### config.mk
export PLATFORM = sky130hd
export DESIGN_NAME = scpu_pc_int_flat
export DESIGN_NICKNAME = d
export VERILOG_FILES = /design/src/rtl/scpu_pc_int_if.sv /design/src/rtl/scpu_pc_int.sv /design/src/flat_wrapper.sv
export SDC_FILE = /design/constraint.sdc
export NUM_CORES = 1
export LEC_CHECK = 0
export ABC_AREA = 1
export CAP_MARGIN = 20
export CORE_MARGIN = 2
export CORE_UTILIZATION = 54
export CTS_CLUSTER_SIZE = 16
export DETAILED_ROUTE_END_ITERATION = 16
export PLACE_DENSITY = 0.95
export SKIP_LAST_GASP = 1
export SLEW_MARGIN = 30
export SYNTH_ARGS = -nofsm -noshare
export SYNTH_HDL_FRONTEND = slang
export SYNTH_SLANG_ARGS = --single-unit
### constraint.sdc
create_clock -name clk -period 4.8 [get_ports clk]
set_input_delay 0.72 -clock clk [delete_from_list [all_inputs] [get_ports clk]]
set_output_delay 0.72 -clock clk [all_outputs]
set_load 0.03 [all_outputs]
### src/rtl/scpu_pc_int_if.sv
// -----------------------------------------------------------------------------
// scpu_pc_int_if
//   Bundle of signals between the PC / interrupt-entry stage and the rest of
//   the single-cycle CPU (controller, register file, memory-ready logic and the
//   external interrupt source).
//
//   slave  modport : used by scpu_pc_int itself
//       inputs  MIO_ready, Branch, eret, Inst, rs_data, INT
//       outputs PC_out, PC_4, int_code, EPC, int_ack
//   master modport : used by the surrounding CPU / testbench (directions mirrored)
// -----------------------------------------------------------------------------
interface scpu_pc_int_if;
    logic        MIO_ready;   // instruction boundary enable, 0 = stall
    logic [1:0]  Branch;      // next-PC select from the controller
    logic        eret;        // return from interrupt
    logic [25:0] Inst;        // jump target / imm16 field of current instruction
    logic [31:0] rs_data;     // jr/jalr target
    logic        INT;         // external interrupt request, level
    logic [31:0] PC_out;      // fetch address
    logic [31:0] PC_4;        // PC_out + 4, link value
    logic        int_code;    // in-service flag
    logic [31:0] EPC;         // saved return address
    logic        int_ack;     // one-cycle pulse after an interrupt is taken

    modport slave (
        input  MIO_ready,
        input  Branch,
        input  eret,
        input  Inst,
        input  rs_data,
        input  INT,
        output PC_out,
        output PC_4,
        output int_code,
        output EPC,
        output int_ack
    );

    modport master (
        output MIO_ready,
        output Branch,
        output eret,
        output Inst,
        output rs_data,
        output INT,
        input  PC_out,
        input  PC_4,
        input  int_code,
        input  EPC,
        input  int_ack
    );
endinterface

### src/rtl/scpu_pc_int.sv
// -----------------------------------------------------------------------------
// scpu_pc_int
//   PC and interrupt-entry stage of the single-cycle interrupt-capable MIPS CPU.
//   Computes the next PC from the controller's Branch select, captures rising
//   edges of the external interrupt request, saves the return address in EPC
//   and vectors to the handler, and restores EPC on eret.
//
//   Ports
//     clk   : system clock, all state changes on the rising edge
//     rst   : synchronous reset, active high, overrides everything
//     bus   : scpu_pc_int_if.slave
//               MIO_ready, Branch, eret, Inst, rs_data, INT  (in)
//               PC_out, PC_4, int_code, EPC, int_ack         (out)
//
//   Parameters
//     RESET_PC   : PC value loaded by reset
//     INT_VECTOR : interrupt handler entry address
// -----------------------------------------------------------------------------
module scpu_pc_int #(
    parameter logic [31:0] RESET_PC   = 32'h0000_0000,
    parameter logic [31:0] INT_VECTOR = 32'h0000_0004
) (
    input  logic          clk,
    input  logic          rst,
    scpu_pc_int_if.slave  bus
);

    // Two-state service machine; the state bit is exported directly as int_code.
    localparam logic [0:0] ST_IDLE    = 1'b0;
    localparam logic [0:0] ST_SERVICE = 1'b1;

    // Controller next-PC select encodings.
    localparam logic [1:0] BR_SEQ = 2'b00;
    localparam logic [1:0] BR_REL = 2'b01;
    localparam logic [1:0] BR_JMP = 2'b10;
    localparam logic [1:0] BR_REG = 2'b11;

    // Architectural state.
    logic [31:0] pc_r;
    logic [31:0] epc_r;
    logic [0:0]  state_r;
    logic        pending_r;
    logic        int_d_r;
    logic        int_ack_r;

    // Next-state values.
    logic [31:0] pc_nxt_s;
    logic [31:0] epc_nxt_s;
    logic [0:0]  state_nxt_s;
    logic        pending_nxt_s;

    // Datapath and decision helpers.
    logic [31:0] pc_4_s;
    logic [31:0] rel_off_s;
    logic [31:0] rel_tgt_s;
    logic [31:0] jmp_tgt_s;
    logic [31:0] npc_s;
    logic        rise_s;
    logic        ret_s;
    logic        take_s;

    // Next-PC candidates; all adds wrap modulo 2^32.
    always_comb begin
        pc_4_s    = pc_r + 32'd4;
        rel_off_s = {{14{bus.Inst[15]}}, bus.Inst[15:0], 2'b00};
        rel_tgt_s = pc_4_s + rel_off_s;
        jmp_tgt_s = {pc_4_s[31:28], bus.Inst[25:0], 2'b00};
    end

    // Next-PC mux driven by the controller's Branch select.
    always_comb begin
        npc_s = pc_4_s;
        case (bus.Branch)
            BR_SEQ:  npc_s = pc_4_s;
            BR_REL:  npc_s = rel_tgt_s;
            BR_JMP:  npc_s = jmp_tgt_s;
            BR_REG:  npc_s = bus.rs_data;
            default: npc_s = pc_4_s;
        endcase
    end

    // Boundary decisions. A return has priority over a pending take in the same
    // cycle, so a request that arrived during service is taken one boundary
    // after the return, with EPC pointing past the first returned-to
    // instruction. eret outside service is ignored.
    always_comb begin
        rise_s = bus.INT & ~int_d_r;
        if (bus.MIO_ready && (state_r == ST_SERVICE) && bus.eret) begin
            ret_s  = 1'b1;
            take_s = 1'b0;
        end else if (bus.MIO_ready && (state_r == ST_IDLE) && pending_r) begin
            ret_s  = 1'b0;
            take_s = 1'b1;
        end else begin
            ret_s  = 1'b0;
            take_s = 1'b0;
        end
    end

    // Next-state selection for PC, EPC, service state and the pending latch.
    always_comb begin
        pc_nxt_s    = pc_r;
        epc_nxt_s   = epc_r;
        state_nxt_s = state_r;
        if (!bus.MIO_ready) begin
            // Stall: architectural state held.
            pc_nxt_s    = pc_r;
            epc_nxt_s   = epc_r;
            state_nxt_s = state_r;
        end else if (ret_s) begin
            pc_nxt_s    = epc_r;
            epc_nxt_s   = epc_r;
            state_nxt_s = ST_IDLE;
        end else if (take_s) begin
            // The current instruction still completes; EPC gets whatever it
            // would have fetched next, including a taken branch/jump target.
            pc_nxt_s    = INT_VECTOR;
            epc_nxt_s   = npc_s;
            state_nxt_s = ST_SERVICE;
        end else begin
            pc_nxt_s    = npc_s;
            epc_nxt_s   = epc_r;
            state_nxt_s = state_r;
        end

        // A fresh edge in the same cycle as a take re-arms pending (set wins).
        if (rise_s) begin
            pending_nxt_s = 1'b1;
        end else if (take_s) begin
            pending_nxt_s = 1'b0;
        end else begin
            pending_nxt_s = pending_r;
        end
    end

    // State registers with synchronous reset; edge history sampled every cycle
    // regardless of stalls so edges arriving during a stall are not lost.
    always_ff @(posedge clk) begin
        if (rst) begin
            pc_r      <= RESET_PC;
            epc_r     <= 32'h0000_0000;
            state_r   <= ST_IDLE;
            pending_r <= 1'b0;
            int_d_r   <= 1'b0;
            int_ack_r <= 1'b0;
        end else begin
            pc_r      <= pc_nxt_s;
            epc_r     <= epc_nxt_s;
            state_r   <= state_nxt_s;
            pending_r <= pending_nxt_s;
            int_d_r   <= bus.INT;
            int_ack_r <= take_s;
        end
    end

    // Output drive; PC_4 is intentionally combinational for same-cycle jal links.
    assign bus.PC_out   = pc_r;
    assign bus.PC_4     = pc_4_s;
    assign bus.int_code = state_r[0];
    assign bus.EPC      = epc_r;
    assign bus.int_ack  = int_ack_r;

endmodule

### src/flat_wrapper.sv
// flat-port wrapper written by rule: the top's interface ports become plain ports
module scpu_pc_int_flat 
#(
    parameter logic [31:0] RESET_PC   = 32'h0000_0000,
    parameter logic [31:0] INT_VECTOR = 32'h0000_0004
)
  (clk, rst, bus_MIO_ready, bus_Branch, bus_eret, bus_Inst, bus_rs_data, bus_INT, bus_PC_out, bus_PC_4, bus_int_code, bus_EPC, bus_int_ack);
  scpu_pc_int_if bus_i ();
  input  logic clk;
  input  logic rst;
  input wire logic [$bits(bus_i.MIO_ready)-1:0] bus_MIO_ready;
  input wire logic [$bits(bus_i.Branch)-1:0] bus_Branch;
  input wire logic [$bits(bus_i.eret)-1:0] bus_eret;
  input wire logic [$bits(bus_i.Inst)-1:0] bus_Inst;
  input wire logic [$bits(bus_i.rs_data)-1:0] bus_rs_data;
  input wire logic [$bits(bus_i.INT)-1:0] bus_INT;
  output wire logic [$bits(bus_i.PC_out)-1:0] bus_PC_out;
  output wire logic [$bits(bus_i.PC_4)-1:0] bus_PC_4;
  output wire logic [$bits(bus_i.int_code)-1:0] bus_int_code;
  output wire logic [$bits(bus_i.EPC)-1:0] bus_EPC;
  output wire logic [$bits(bus_i.int_ack)-1:0] bus_int_ack;
  assign bus_i.MIO_ready = bus_MIO_ready;
  assign bus_i.Branch = bus_Branch;
  assign bus_i.eret = bus_eret;
  assign bus_i.Inst = bus_Inst;
  assign bus_i.rs_data = bus_rs_data;
  assign bus_i.INT = bus_INT;
  assign bus_PC_out = bus_i.PC_out;
  assign bus_PC_4 = bus_i.PC_4;
  assign bus_int_code = bus_i.int_code;
  assign bus_EPC = bus_i.EPC;
  assign bus_int_ack = bus_i.int_ack;
  scpu_pc_int #(.RESET_PC(RESET_PC), .INT_VECTOR(INT_VECTOR)) u_core (.clk(clk), .rst(rst), .bus(bus_i));
endmodule
==> impl_results.md <==
* P&R area growth vs syn at 33.1%
* Hold Crit Start: u_core.bus.int_code$_SDFFE_PP0P_
* Core Footprint at ~11000 sq um
* I/O pins at between 150 and 200
* CP endpoint kind: flip-flop
* Antenna diodes at 0
* CTS HTree Levels at 3
* Gr usage total at ~37%
* Relative slew margins at around 37%
* Sequential cell area fraction in the yosys report at between 20% and 30%
* Clock-pin slew on the worst setup and hold paths at approximately 60 ps
* Global-route wire length before repair at approximately 37 mm
* Cell Rows at 39
* Worst reg2reg path depth at 19
* Fillcell total at slightly above 900
* FMAX at roughly 0.27 GHz
* Die Y at 112 microns
* WL/cell at between 15 and 20 microns
* RSZ-0062 raised after global routing: false
* WL final at between 20 and 25 mm
* Worst Setup EP: u_core.bus.EPC[23]$_SDFFE_PP0P_
* Lkg Pwr at ~4.0 nW
* Beginning of the critical path: u_core.bus.PC_out[7]$_SDFFE_PP0P_
* Via count at just under 8000
* Pre-Repair DR Iteration Count at 6
* Largest net degree at the start of global routing at 47
* R2R setup slack at between 1000 and 1500 ps
* CTS tree: done
* Post-CTS setup buffer count at 0
* Avg Inst Size Synth at roughly 6.0 sq um
* Root Buffer: clkbuf_16
* Total grt overflow at 0
* Reg-to-reg endpoint: u_core.bus.EPC[23]$_SDFFE_PP0P_
* Setup Viol. Count Final at 0
* Minimum clock period at between 3000 and 4000 ps
* Clock tree buffer depth at 2
* Peak fanout along the critical path at 6
* Status: finished, final reports clean
* Post-Syn Instances at 1041
* Post-Syn Area at roughly 6300 sq um
* Final Cell Area at 8330 sq um
* Vias in the first global route at 7385
* Worst reg2reg startpoint: u_core.bus.PC_out[7]$_SDFFE_PP0P_
* Critical setup path kind: flip-flop to flip-flop
* Post-synth ARST share at 0%
* Yosys cell types at 40
* Critical Path RT at roughly 5000 ps
* Crit path launch type: flip-flop
* Syn_nets at around 1100
* Power Dens Cells at 274 nW/um^2
* Final hold violations at 0
* Initial DRC Count at ~950
* CTS Buf Count at 9
* Routability-driven placement congestion ratio at roughly 1.0
* Die extent in x at roughly 110 microns
* Hold WS at between 500 and 600 ps
* Fraction of layout cells with a size suffix above 1 at under 10%
* Setup Skew at 5.16 ps
* ANT nets after route at 0
* FF+latch count, synth at 68
* Final HPWL DP at around 18 mm
* CTS sink count at 68
* Residual DRC at 0
* Initial antenna violation count at 0
* Yosys warns at 0
* Worst min-delay path class: flip-flop to flip-flop
* Skew-Pair Late Insertion Delay at roughly 330 ps
* Number of flops mapped to enable cells by yosys at 0
* Port Buffer Count at ~160
* Max-slew violations at 0
* Final period util at about three quarters
* Least-Margin Pin Slew at ~940 ps
* Hold-fix buffers at CTS at 0
* CTS resizes at 0
* Prevailing post-synth register cell: dfxtp_1
* Final #Nets at approximately 1300
* Initial Util at 55.1%
* CP Data Arrival Time at 3880 ps
* Max-cap viol count at 0
* Peak VDD IR at about 480 uV
* Die ar. at 12500 sq um
* Setup TNS at 0 ps
* Post-DP Area at 7980 sq um
* DR vias/cell at 5.93
cell usage in the layout, fill, tap and decap left out, types with 9 or more instances in the layout:
cell type / synthesis / layout
xor2_1: 12 / 12
nand4_1: 30 / 30
dfxtp_1: 68 / 68
nand2_1: 297 / 297
a22o_1: 9 / 9
clkdlybuf4s50_1: 0 / 162
nand3_1: 55 / 55
ha_1: 34 / 34
a21oi_1: 95 / 95
buf_4: 2 / 10
clkbuf_16: 0 / 9
o21bai_1: 34 / 34
nor2_1: 73 / 71
inv_1: 138 / 137
o21ai_0: 85 / 85
power breakdown:
group	internal [mW]	total, mW	switching [mW]
Combinational	0.316	0.851	0.534
Sequential	0.606	0.664	0.0579
Clock	0.535	0.772	0.237
Total	1.46	2.29	0.830
sequential cells by signal (all words and copies together) (netlist names):
signal,flops
u_core.bus.int_ack,1
u_core.int_d_r,1
u_core.bus.EPC,32
u_core.bus.int_code,1
u_core.bus.PC_out,32
u_core.pending_r,1
layer usage:
layer	track usage, %	up-vias	wire length, microns
met3	6.48	76	2760
met2	61.5	554	11000
met4	14.0	0	845
met1	48.5	3592	9300
met5	0	-	0
li1	-	3695	-
worst max-delay path, cell delays in order, from the launching register on:
cell and delay [ps]:
dfxtp_1 500, nand2_2 140, nor2_1 250, nand3_1 230
nor2_1 180, xor2_1 290, ha_1 350, nand2_1 220
inv_1 60, nand2_1 70, nand2_1 60, a21oi_1 120
nand2_1 150, nand2_1 90, nand2_1 50, or2_2 270
nand3_1 110, nand3_1 140, o21bai_1 170, inv_1 70
Yosys cell counts, types with 3 or more instances:
| cell type | instances | area, sq um |
|---|---|---|
| nor2_4 | 3 | 33.8 |
| dfxtp_1 | 68 | 1360 |
| o21bai_1 | 34 | 255 |
| xnor2_2 | 3 | 48.8 |
| a21oi_2 | 3 | 26.3 |
| inv_2 | 3 | 11.3 |
| nand3_1 | 55 | 275 |
| inv_1 | 138 | 518 |
| xor2_1 | 12 | 105 |
| o21ai_0 | 85 | 425 |
| nor2_1 | 73 | 274 |
| clkbuf_1 | 28 | 105 |
| nor3_2 | 4 | 40.0 |
| nand3b_1 | 8 | 60.1 |
| and2_1 | 4 | 25.0 |
| a22o_1 | 9 | 78.8 |
| nor3_1 | 5 | 25.0 |
| nand4_1 | 30 | 188 |
| nand2_1 | 297 | 1110 |
| a221oi_1 | 4 | 35.0 |
| ha_1 | 34 | 425 |
| nand2_2 | 5 | 31.3 |
| xnor2_1 | 7 | 61.3 |
| a21oi_1 | 95 | 475 |
| buf_2 | 6 | 30.0 |
| or2_2 | 8 | 50.1 |
area by class of cell:
type                    instances  area, sq um  area share (%)
flip-flops and latches         68         1360            16.3
inverters                     143          537            6.44
clock inverters                 4         95.1            1.14
multi-input cells             792         4210            50.5
repair buffers                172         1700            20.4
well taps                     143          179            2.15
clock buffers                  12          256            3.08
through the flow:
stage	utilization [%]	instances	power, mW	worst slack [ps]
global route	73.3	1334	2.37	968
floorplan	-	1041	1.17	1220
CTS	73.3	1334	2.26	1290
global placement	70.2	1318	1.48	1150
finish	73.3	1334	2.29	1140
detailed placement	70.2	1318	1.49	1160
cells by family (layout without fill, tap and decap cells):
family | after synthesis | after routing | synth area share [%]
flip-flops | 68 | 68 | 21.7
AND/OR/NAND/NOR | 501 | 501 | 35.4
adder cells (fa/ha/maj) | 35 | 35 | 7.11
AO/OA/AOI/OAI | 234 | 234 | 21.2
XOR/XNOR | 22 | 22 | 3.44
buffers and inverters | 181 | 331 | 11.2
worst min path at each step:
stage | depth (start not counted) | end | slack [ps]
after floorplan | 2 | u_core.pending_r$_SDFFE_PP0P_ | 460
after global placement | 2 | u_core.pending_r$_SDFFE_PP0P_ | 470
after detailed placement | 2 | u_core.bus.int_code$_SDFFE_PP0P_ | 500
after CTS | 2 | u_core.bus.int_code$_SDFFE_PP0P_ | 510
after global routing | 2 | u_core.bus.int_code$_SDFFE_PP0P_ | 530
final | 2 | u_core.bus.int_code$_SDFFE_PP0P_ | 510
Power figures use the tool's default switching activity.
